--- src/rtl/camera_frame_writer_pkg.sv ---
// Shared camera package.
// Holds the frame-writer state enum, default frame geometry, the RGB332
// pixel type and the width and increment helper for the saturating
// error counters.
package camera_frame_writer_pkg;

    typedef enum logic [1:0] {
        ST_IDLE    = 2'd0,
        ST_SYNC    = 2'd1,
        ST_CAPTURE = 2'd2
    } cfw_state_t;

    localparam int H_ACTIVE_DEFAULT = 320;
    localparam int V_ACTIVE_DEFAULT = 240;
    localparam int ADDR_W_DEFAULT   = 18;

    typedef logic [7:0] rgb332_t;

    localparam int SAT_CNT_W = 8;

    // Increment that sticks at all-ones instead of wrapping to zero.
    function automatic logic [SAT_CNT_W-1:0] sat_inc(input logic [SAT_CNT_W-1:0] value);
        return (&value) ? value : value + SAT_CNT_W'(1);
    endfunction

endpackage

--- src/rtl/fb_addr_gen.sv ---
// Frame-buffer address generator.
// Tracks the x/y position inside the frame being written and forms the RAM
// address incrementally from a running line-base register, so no multiplier
// is needed.
//   pclk, reset  : clock and synchronous active-high reset
//   step         : a candidate pixel arrived this cycle
//   line_end     : href falling edge seen this cycle
//   frame_start  : rewind to the top of the frame in bank 'bank'
//   bank         : bank that the next frame is written into
//   addr         : address of the current pixel position
//   wr_ok        : current position lies inside the active window
//   frame_full   : all V_ACTIVE lines have been stored
module fb_addr_gen
    import camera_frame_writer_pkg::*;
#(
    parameter int H_ACTIVE = H_ACTIVE_DEFAULT,
    parameter int V_ACTIVE = V_ACTIVE_DEFAULT,
    parameter int ADDR_W   = ADDR_W_DEFAULT
) (
    input  logic              pclk,
    input  logic              reset,
    input  logic              step,
    input  logic              line_end,
    input  logic              frame_start,
    input  logic              bank,
    output logic [ADDR_W-1:0] addr,
    output logic              wr_ok,
    output logic              frame_full
);

    localparam int X_W = $clog2(H_ACTIVE + 1);
    localparam int Y_W = $clog2(V_ACTIVE + 1);
    localparam logic [X_W-1:0]    X_MAX     = X_W'(H_ACTIVE);
    localparam logic [Y_W-1:0]    Y_MAX     = Y_W'(V_ACTIVE);
    localparam logic [ADDR_W-1:0] LINE_STEP = ADDR_W'(H_ACTIVE);
    localparam logic [ADDR_W-1:0] BANK_SIZE = ADDR_W'(H_ACTIVE * V_ACTIVE);

    logic [X_W-1:0]    x_q, x_d;
    logic [Y_W-1:0]    y_q, y_d;
    logic [ADDR_W-1:0] line_base_q, line_base_d;
    logic [X_W-1:0]    x_after;

    assign wr_ok      = (x_q < X_MAX) && (y_q < Y_MAX);
    assign frame_full = (y_q == Y_MAX);
    assign addr       = line_base_q + ADDR_W'(x_q);

    // x only advances on a stored pixel, so it parks at H_ACTIVE. A pixel
    // arriving together with line_end is counted before the line closes,
    // and a line that stored nothing leaves y and the line base untouched.
    always_comb begin
        x_d         = x_q;
        y_d         = y_q;
        line_base_d = line_base_q;
        x_after     = x_q;
        if (step && wr_ok) begin
            x_after = x_q + X_W'(1);
        end
        if (frame_start) begin
            x_d         = '0;
            y_d         = '0;
            line_base_d = bank ? BANK_SIZE : '0;
        end else if (line_end) begin
            x_d = '0;
            if ((x_after != '0) && (y_q < Y_MAX)) begin
                y_d         = y_q + Y_W'(1);
                line_base_d = line_base_q + LINE_STEP;
            end
        end else begin
            x_d = x_after;
        end
    end

    always_ff @(posedge pclk) begin
        if (reset) begin
            x_q         <= '0;
            y_q         <= '0;
            line_base_q <= '0;
        end else begin
            x_q         <= x_d;
            y_q         <= y_d;
            line_base_q <= line_base_d;
        end
    end

endmodule

--- src/rtl/camera_frame_writer.sv ---
// Camera frame writer.
// Writes the RGB332 pixel stream into a ping-pong frame buffer and hands
// each completed bank to the display reader.
//   pclk, reset        : pixel clock, synchronous active-high reset
//   href, vsync        : camera line-active / vertical-blank timing
//   pix_valid,pix_data : one-cycle pixel strobe and RGB332 pixel
//   rd_busy            : display is still reading display_bank
//   wr_addr/data/en    : registered RAM write port
//   wr_bank            : bank being written; display_bank is its complement
//   frame_done         : one-cycle pulse when the banks swap
//   drop_cnt           : complete frames discarded because rd_busy was high
//   short_cnt          : incomplete frames discarded
module camera_frame_writer
    import camera_frame_writer_pkg::*;
#(
    parameter int H_ACTIVE = H_ACTIVE_DEFAULT,
    parameter int V_ACTIVE = V_ACTIVE_DEFAULT,
    parameter int ADDR_W   = ADDR_W_DEFAULT
) (
    input  logic                 pclk,
    input  logic                 reset,
    input  logic                 href,
    input  logic                 vsync,
    input  logic                 pix_valid,
    input  logic [7:0]           pix_data,
    input  logic                 rd_busy,
    output logic [ADDR_W-1:0]    wr_addr,
    output logic [7:0]           wr_data,
    output logic                 wr_en,
    output logic                 wr_bank,
    output logic                 display_bank,
    output logic                 frame_done,
    output logic [SAT_CNT_W-1:0] drop_cnt,
    output logic [SAT_CNT_W-1:0] short_cnt
);

    cfw_state_t state_q, state_d;

    logic href_q, href_d;
    logic vsync_q, vsync_d;

    logic [ADDR_W-1:0]    wr_addr_q, wr_addr_d;
    rgb332_t              wr_data_q, wr_data_d;
    logic                 wr_en_q, wr_en_d;
    logic                 wr_bank_q, wr_bank_d;
    logic                 frame_done_q, frame_done_d;
    logic [SAT_CNT_W-1:0] drop_cnt_q, drop_cnt_d;
    logic [SAT_CNT_W-1:0] short_cnt_q, short_cnt_d;

    logic              vsync_rise;
    logic              vsync_fall;
    logic              href_fall;
    logic              pix_step;
    logic              line_end;
    logic              frame_start;
    logic              pix_write;
    logic [ADDR_W-1:0] gen_addr;
    logic              gen_wr_ok;
    logic              gen_frame_full;

    assign vsync_rise = vsync && !vsync_q;
    assign vsync_fall = !vsync && vsync_q;
    assign href_fall  = !href && href_q;
    assign pix_write  = pix_step && gen_wr_ok;

    // The generator is handed the bank the next frame will use, so a swap
    // and the rewind to the new bank base happen on the same edge.
    fb_addr_gen #(
        .H_ACTIVE (H_ACTIVE),
        .V_ACTIVE (V_ACTIVE),
        .ADDR_W   (ADDR_W)
    ) u_addr_gen (
        .pclk        (pclk),
        .reset       (reset),
        .step        (pix_step),
        .line_end    (line_end),
        .frame_start (frame_start),
        .bank        (wr_bank_d),
        .addr        (gen_addr),
        .wr_ok       (gen_wr_ok),
        .frame_full  (gen_frame_full)
    );

    // Next-state logic. A vsync rising edge in CAPTURE closes the frame and
    // suppresses any pixel of that cycle. rd_busy only matters at that
    // instant; a frame the display is still reading is dropped and the
    // same bank is overwritten by the next frame.
    always_comb begin
        state_d      = state_q;
        href_d       = href;
        vsync_d      = vsync;
        wr_bank_d    = wr_bank_q;
        frame_done_d = 1'b0;
        drop_cnt_d   = drop_cnt_q;
        short_cnt_d  = short_cnt_q;
        pix_step     = 1'b0;
        line_end     = 1'b0;
        frame_start  = 1'b0;
        case (state_q)
            ST_IDLE: begin
                if (vsync_rise) begin
                    state_d     = ST_SYNC;
                    frame_start = 1'b1;
                end
            end
            ST_SYNC: begin
                if (vsync_fall) begin
                    state_d = ST_CAPTURE;
                end
            end
            ST_CAPTURE: begin
                if (vsync_rise) begin
                    state_d     = ST_SYNC;
                    frame_start = 1'b1;
                    if (!gen_frame_full) begin
                        short_cnt_d = sat_inc(short_cnt_q);
                    end else if (rd_busy) begin
                        drop_cnt_d = sat_inc(drop_cnt_q);
                    end else begin
                        wr_bank_d    = !wr_bank_q;
                        frame_done_d = 1'b1;
                    end
                end else begin
                    pix_step = pix_valid && href && !vsync;
                    line_end = href_fall;
                end
            end
            default: begin
                state_d = ST_IDLE;
            end
        endcase
    end

    // RAM write port: registered one cycle after an accepted pixel, address
    // and data hold their last value between writes.
    always_comb begin
        wr_en_d   = pix_write;
        wr_addr_d = wr_addr_q;
        wr_data_d = wr_data_q;
        if (pix_write) begin
            wr_addr_d = gen_addr;
            wr_data_d = rgb332_t'(pix_data);
        end
    end

    // The href/vsync history is sampled even during reset so that a vsync
    // already high when reset drops is not mistaken for a rising edge.
    always_ff @(posedge pclk) begin
        href_q  <= href_d;
        vsync_q <= vsync_d;
        if (reset) begin
            state_q      <= ST_IDLE;
            wr_addr_q    <= '0;
            wr_data_q    <= '0;
            wr_en_q      <= 1'b0;
            wr_bank_q    <= 1'b0;
            frame_done_q <= 1'b0;
            drop_cnt_q   <= '0;
            short_cnt_q  <= '0;
        end else begin
            state_q      <= state_d;
            wr_addr_q    <= wr_addr_d;
            wr_data_q    <= wr_data_d;
            wr_en_q      <= wr_en_d;
            wr_bank_q    <= wr_bank_d;
            frame_done_q <= frame_done_d;
            drop_cnt_q   <= drop_cnt_d;
            short_cnt_q  <= short_cnt_d;
        end
    end

    assign wr_addr      = wr_addr_q;
    assign wr_data      = wr_data_q;
    assign wr_en        = wr_en_q;
    assign wr_bank      = wr_bank_q;
    assign display_bank = !wr_bank_q;
    assign frame_done   = frame_done_q;
    assign drop_cnt     = drop_cnt_q;
    assign short_cnt    = short_cnt_q;

endmodule

--- config.mk ---
export PLATFORM = sky130hd
export DESIGN_NAME = camera_frame_writer
export DESIGN_NICKNAME = d
export VERILOG_FILES = /design/src/rtl/camera_frame_writer_pkg.sv /design/src/rtl/fb_addr_gen.sv /design/src/rtl/camera_frame_writer.sv
export SDC_FILE = /design/constraint.sdc
export NUM_CORES = 1
export LEC_CHECK = 0
export CORE_MARGIN = 5
export CORE_UTILIZATION = 57
export CTS_BUF_LIST = sky130_fd_sc_hd__clkbuf_4 sky130_fd_sc_hd__clkbuf_8 sky130_fd_sc_hd__clkbuf_16
export DETAILED_ROUTE_END_ITERATION = 16
export PLACE_DENSITY = 0.84
export SYNTH_ARGS = -nofsm -noshare
export SYNTH_HDL_FRONTEND = slang
export SYNTH_SLANG_ARGS = --single-unit
--- constraint.sdc ---
create_clock -name pclk -period 4.2 [get_ports pclk]
set_input_delay 0.42 -clock pclk [delete_from_list [all_inputs] [get_ports pclk]]
set_output_delay 0.42 -clock pclk [all_outputs]
set_load 0.01 [all_outputs]
### Word-level counts from Yosys, hierarchy flattened

Index checks and enable logic that the tools add are counted.

* output and inout bits: 46
* register bits after elaboration: 84
* word-level logic and storage cells: 77

* add/subtract/negate cells: 6
* reductions and logical operators: 27
* bitwise gates (word level): 5
* magnitude comparators: 2
* muxes and demuxes: 19
* equality and inequality tests: 5

Operators by type and width (count)
* $mux W18: 3
* $add A8 B1 Y8 const B: 3
* $add A18 B9 Y18: 1
* $add A18 B9 Y18 const B: 1
* $mux W17: 1
* $reduce_and A8 Y1: 2
* $mux W1: 11
* $add A9 B1 Y9 const B: 1
* $lt A9 B9 Y1 const B: 1
* $mux W9: 1
* $reduce_bool A9 Y1: 1
* $eq A8 B8 Y1 const B: 1
* $logic_and A1 B1 Y1: 8
* $lt A8 B8 Y1 const B: 1
* $reduce_and A2 Y1: 3
* $not A1 Y1: 5
* $reduce_and A5 Y1: 1
* $logic_not A1 Y1: 4
* $mux W2: 2
* $pmux W2 S2: 1
* $reduce_and A4 Y1: 1
* $reduce_bool A2 Y1: 2
* $reduce_or A2 Y1: 2
* $reduce_or A4 Y1: 1
* other kinds (6): 6

### Logic depth before layout (Yosys ltp)

* word-level depth: 11
* gate-level depth with buffers: 9
* gate-level depth less buffers: 9

### Cells and area by module

From an unflattened synthesis, not the netlist that was laid out.

* cell total of the unflattened synthesis: 429
* area total of the unflattened synthesis: 3853.7 um^2

Modules (own cells, without submodules)
* camera_frame_writer: seq. area each 980.9 um^2, area an instance 2013.2 um^2, cells each 202, times used 1
* fb_addr_gen: seq. area each 580.6 um^2, area an instance 1840.5 um^2, cells each 227, times used 1

### Worst setup path before layout

No wires, ideal clock.

* path type: input to register
* start: input port vsync
* end: register u_addr_gen.line_base_q[17]
* setup slack: 1.956 ns
* arrival time: 2.174 ns
* stages on the path: 8
* path buffers: 1
* required time: 4.130 ns
* cell sequence: and3b_1 and4_1 buf_6 nor3_1 o21a_2 a311oi_4 or4b_1 a21oi_1

* longest elaborated chain between the ends: 10
* elaborated cells between the ends (all ways): 17

RTL lines
* start: declaration: RTL line camera_frame_writer.sv:23 `input logic vsync,`
* $logic_not A1 Y1: RTL line camera_frame_writer.sv:124 `pix_step = pix_valid && href && !vsync;`
* $logic_and A1 B1 Y1: RTL line camera_frame_writer.sv:124
* $mux W1: RTL line camera_frame_writer.sv:112 `if (vsync_rise) begin`
* $mux W1: RTL line camera_frame_writer.sv:99 `case (state_q)`
* $logic_and A1 B1 Y1: RTL line fb_addr_gen.sv:55 `if (step && wr_ok) begin`
* $mux W9: RTL line fb_addr_gen.sv:55
* $reduce_bool A9 Y1: RTL line fb_addr_gen.sv:64 `if ((x_after != '0) && (y_q < Y_MAX)) begin`
* $logic_and A1 B1 Y1: RTL line fb_addr_gen.sv:64
* $reduce_bool A2 Y1 (no line)
* $reduce_and A2 Y1 (no line)
* end signal: assignment: RTL line fb_addr_gen.sv:81 `line_base_q <= line_base_d;`
* end: declaration: RTL line fb_addr_gen.sv:40 `logic [ADDR_W-1:0] line_base_q, line_base_d;`

Several ways; a longest one is shown, not always the timed one.
A chain may end at the register's enable or synchronous reset.

### Worst setup path in the final report

* start: input port vsync
* end: register u_addr_gen.line_base_q[16]

Same word-level chain as after synthesis.

==> run metrics <==
# diodes=0; Max Fclk=0.338 GHz; Initial Util=0.583; vias in the first global route=2966; Relative slew margins=0.199; Worst-path clk slew=0.08 ns; port bufs=59; Slew Viols, Final=0; Die H=90.3 microns; Final HPWL DP=5540 microns; Post-synth EDFFs=0; Int Power=1100 uW; Logic pwr share=0.032; Sw Ratio=0.215; Critical Path Source=vsync; CTS Root Cell=clkbuf_8; synthesized flop and latch total=78; Critical Path End=u_addr_gen.line_base_q[16]; worst vdd ir=0.000210 V; CTS tree=done; Final Cycle Share=0.704; # setup viols final=0; first-pass GRT wire length=13500 microns; vias per inst=5.69; Leakage=0.00153 uW; routed wire length=7870 microns; Sink Count=78; CP Max Fanout=18; clock network fraction of design power=0.435; dominant synthesized flop cell=dfxtp_1; DRT iter0 DRCs=203; worst setup path category=input port to register; largest net degree at the start of global routing=51; Total Nets Final=499; total CTS buffers=9; CORE AREA=6310 sq um; Slew @ Worst Pin=1.18 ns; Post-CTS Resized=0; max-cap violations=0; post-DR wirelength/cell=14.1 microns; Net Sw Power=302 uW; critical path endpoint category=register; post-synth top area share=0.424; Seq pwr share=0.533; Synth area leaders=dfxtp_1, nor2_1, xnor2_1; worst skew pair latency=0.35 ns; Post-CTS Setup Inserts=0; via count=3169; r2r endpoint=u_addr_gen.line_base_q[16]; Mapped Area=3680 sq um; Die Span X=90.3 microns; Final Hold Fails=0; Async S/R FF share, synth=0; htree depth=3; first-pass iteration count of the detailed router=4; critical path arrival=3.24 ns; Fin Setup TNS=0 ns; Post-Route Skew=0.00756 ns; Power Density=313 nW/um^2; Longest Clk Path Bufs=2; Seq/Total Area, Yosys=0.424; status=complete, no violations; Worst setup SP type=input port; gpl congestion=0.822; Worst EP required=4.48 ns; antenna violation net count after detailed routing=0; Synth cell types=61; gr usage total=0.195; layout cell share with drive strength beyond 1=0.0792; syn_nets=444; hold path depth=2; reg2reg start=u_addr_gen.x_q[7]; Yosys warning count=0; Syn Area/Cell=8.76 sq um; GRT overflow=0; row cnt=29; Die Area=8160 sq um; I/O pin cnt=60; Post-Synthesis Cells=420; FF-to-FF path depth=7; Final WS setup=1.24 ns; initial antenna violation count=0; flop2flop setup slack=1.40 ns; # DRC=0; RSZ-0062 raised after global routing=false; HP Class=register to register; hold_buf cts=0; area leader, netlist=dfxtp_1; Area Growth Syn to Fin=22.2%; crit path time final=2.96 ns; worst slack, placed=0.923 ns
-- kinds of logic (layout without fill, tap and decap cells) --
logic type / Yosys count / in the layout / synth area share
buffers and inverters: 26 / 86 / 0.0360
AOI/OAI and AO/OA: 86 / 86 / 0.161
adders and majority gates: 10 / 10 / 0.0340
and+or+nand+nor: 176 / 176 / 0.240
other: 1 / 1 / 0.00102
muxes: 4 / 4 / 0.0109
DFF: 78 / 78 / 0.424
xor gates and xnor gates: 39 / 39 / 0.0928
-- worst min path at each step --
stage | start | to | slack [ns]
2_1_floorplan | href | href_q | 0.45
3_3_place_gp | wr_data[7] | wr_data[7] | 0.44
3_5_place_dp | wr_data[3] | wr_data[3] | 0.45
4_1_cts | wr_data[3] | wr_data[3] | 0.46
5_1_grt | wr_addr[9] | wr_addr[9] | 0.47
6_report | wr_data[3] | wr_data[3] | 0.46
-- layout by cell type (no fill, tap or decap), types with 2 or more instances in the layout --
cell type | netlist | routed
and3_1 | 5 | 5
o31ai_1 | 3 | 3
bufinv_16 | 0 | 2
o21ai_0 | 10 | 10
a31o_2 | 3 | 3
mux2i_1 | 4 | 4
inv_1 | 9 | 9
nor3_1 | 9 | 9
dfxtp_1 | 78 | 78
nand2_1 | 51 | 51
a21o_1 | 3 | 3
and4_1 | 2 | 2
ha_1 | 10 | 10
clkinv_2 | 0 | 2
nand4_1 | 9 | 9
and2_1 | 3 | 3
clkdlybuf4s50_1 | 0 | 58
nor2b_1 | 2 | 2
a21oi_1 | 32 | 32
o21ai_1 | 3 | 3
buf_4 | 1 | 2
a211oi_1 | 12 | 12
xor2_1 | 15 | 15
nor4_1 | 2 | 2
a311oi_1 | 3 | 3
clkbuf_8 | 0 | 9
nand3_1 | 9 | 9
xnor2_1 | 24 | 24
or4_1 | 3 | 3
nor2_1 | 56 | 56
nand4b_1 | 2 | 2
or3_1 | 9 | 9
a31oi_1 | 5 | 5
-- metrics by stage --
step	util	instance area, sq um	total power (uW)	cells	hold slack (ns)
2_1_floorplan	-	3680	792	420	0.448
3_3_place_gp	0.678	4280	811	541	0.442
3_5_place_dp	0.678	4280	811	541	0.450
4_1_cts	0.712	4500	1420	557	0.461
5_1_grt	0.712	4500	1450	557	0.475
6_report	0.712	4500	1410	557	0.458
-- layer usage --
metal | track usage | part of all wire | wire (microns) | vias up
li1 | - | - | - | 1594
met1 | 0.244 | 0.45 | 3550 | 1490
met3 | 0.0367 | 0.044 | 348 | 10
met4 | 0.0906 | 0.014 | 108 | 0
met5 | 0 | 0 | 0 | -
met2 | 0.324 | 0.49 | 3870 | 75
-- sequential cells by signal, summed over array words and instances, names as in the netlist --
| name | count |
|---|---|
| drop_cnt | 8 |
| frame_done | 1 |
| href_q | 1 |
| short_cnt | 8 |
| state_q | 2 |
| u_addr_gen.line_base_q | 12 |
| u_addr_gen.x_q | 9 |
| u_addr_gen.y_q | 8 |
| vsync_q | 1 |
| wr_addr | 18 |
| wr_bank | 1 |
| wr_data | 8 |
| wr_en | 1 |
-- power groups by stage --
stage,combinational [uW],clock [uW],sequential (uW)
2_1_floorplan,26.2,0,766
6_report,45.2,611,749
5_1_grt,49.3,655,750
3_5_place_dp,44.9,0,766
3_3_place_gp,44.6,0,766
4_1_cts,45.3,627,749
-- cells in the mapped netlist (2+ instances only) --
cell type  number
buf_1           2
a21oi_1        32
o21ai_0        10
a31oi_1         5
nor2_1         56
clkbuf_1        9
nand4b_1        2
a311oi_1        3
nand2_1        51
buf_6           3
a211oi_1       12
nor3_1          9
dfxtp_1        78
nor4_1          2
xnor2_1        24
a21o_1          3
and3_1          5
nand3_1         9
and2_1          3
nand4_1         9
inv_1           9
ha_1           10
a31o_2          3
xor2_1         15
or4_1           3
nor2b_1         2
o31ai_1         3
and4_1          2
or3_1           9
o21ai_1         3
mux2i_1         4
-- worst max-delay path: stages --
cell and delay, ns:
clkdlybuf4s50_1 0.44, and3b_1 0.29, and4_1 0.60, and2_2 0.29
o31ai_2 0.11, a31o_2 0.38, or4_1 0.53, a31oi_1 0.17
-- cell type report --
cell class,count,area [sq um]
fill,521,1820
clock inverter,6,86.3
timing repair buffer,61,601
inverter,9,33.8
tap,77,96.3
sequential,78,1560
multi-input combinational,316,1990
clock buffer,10,131
No activity file was read; power rests on OpenSTA's default activity.
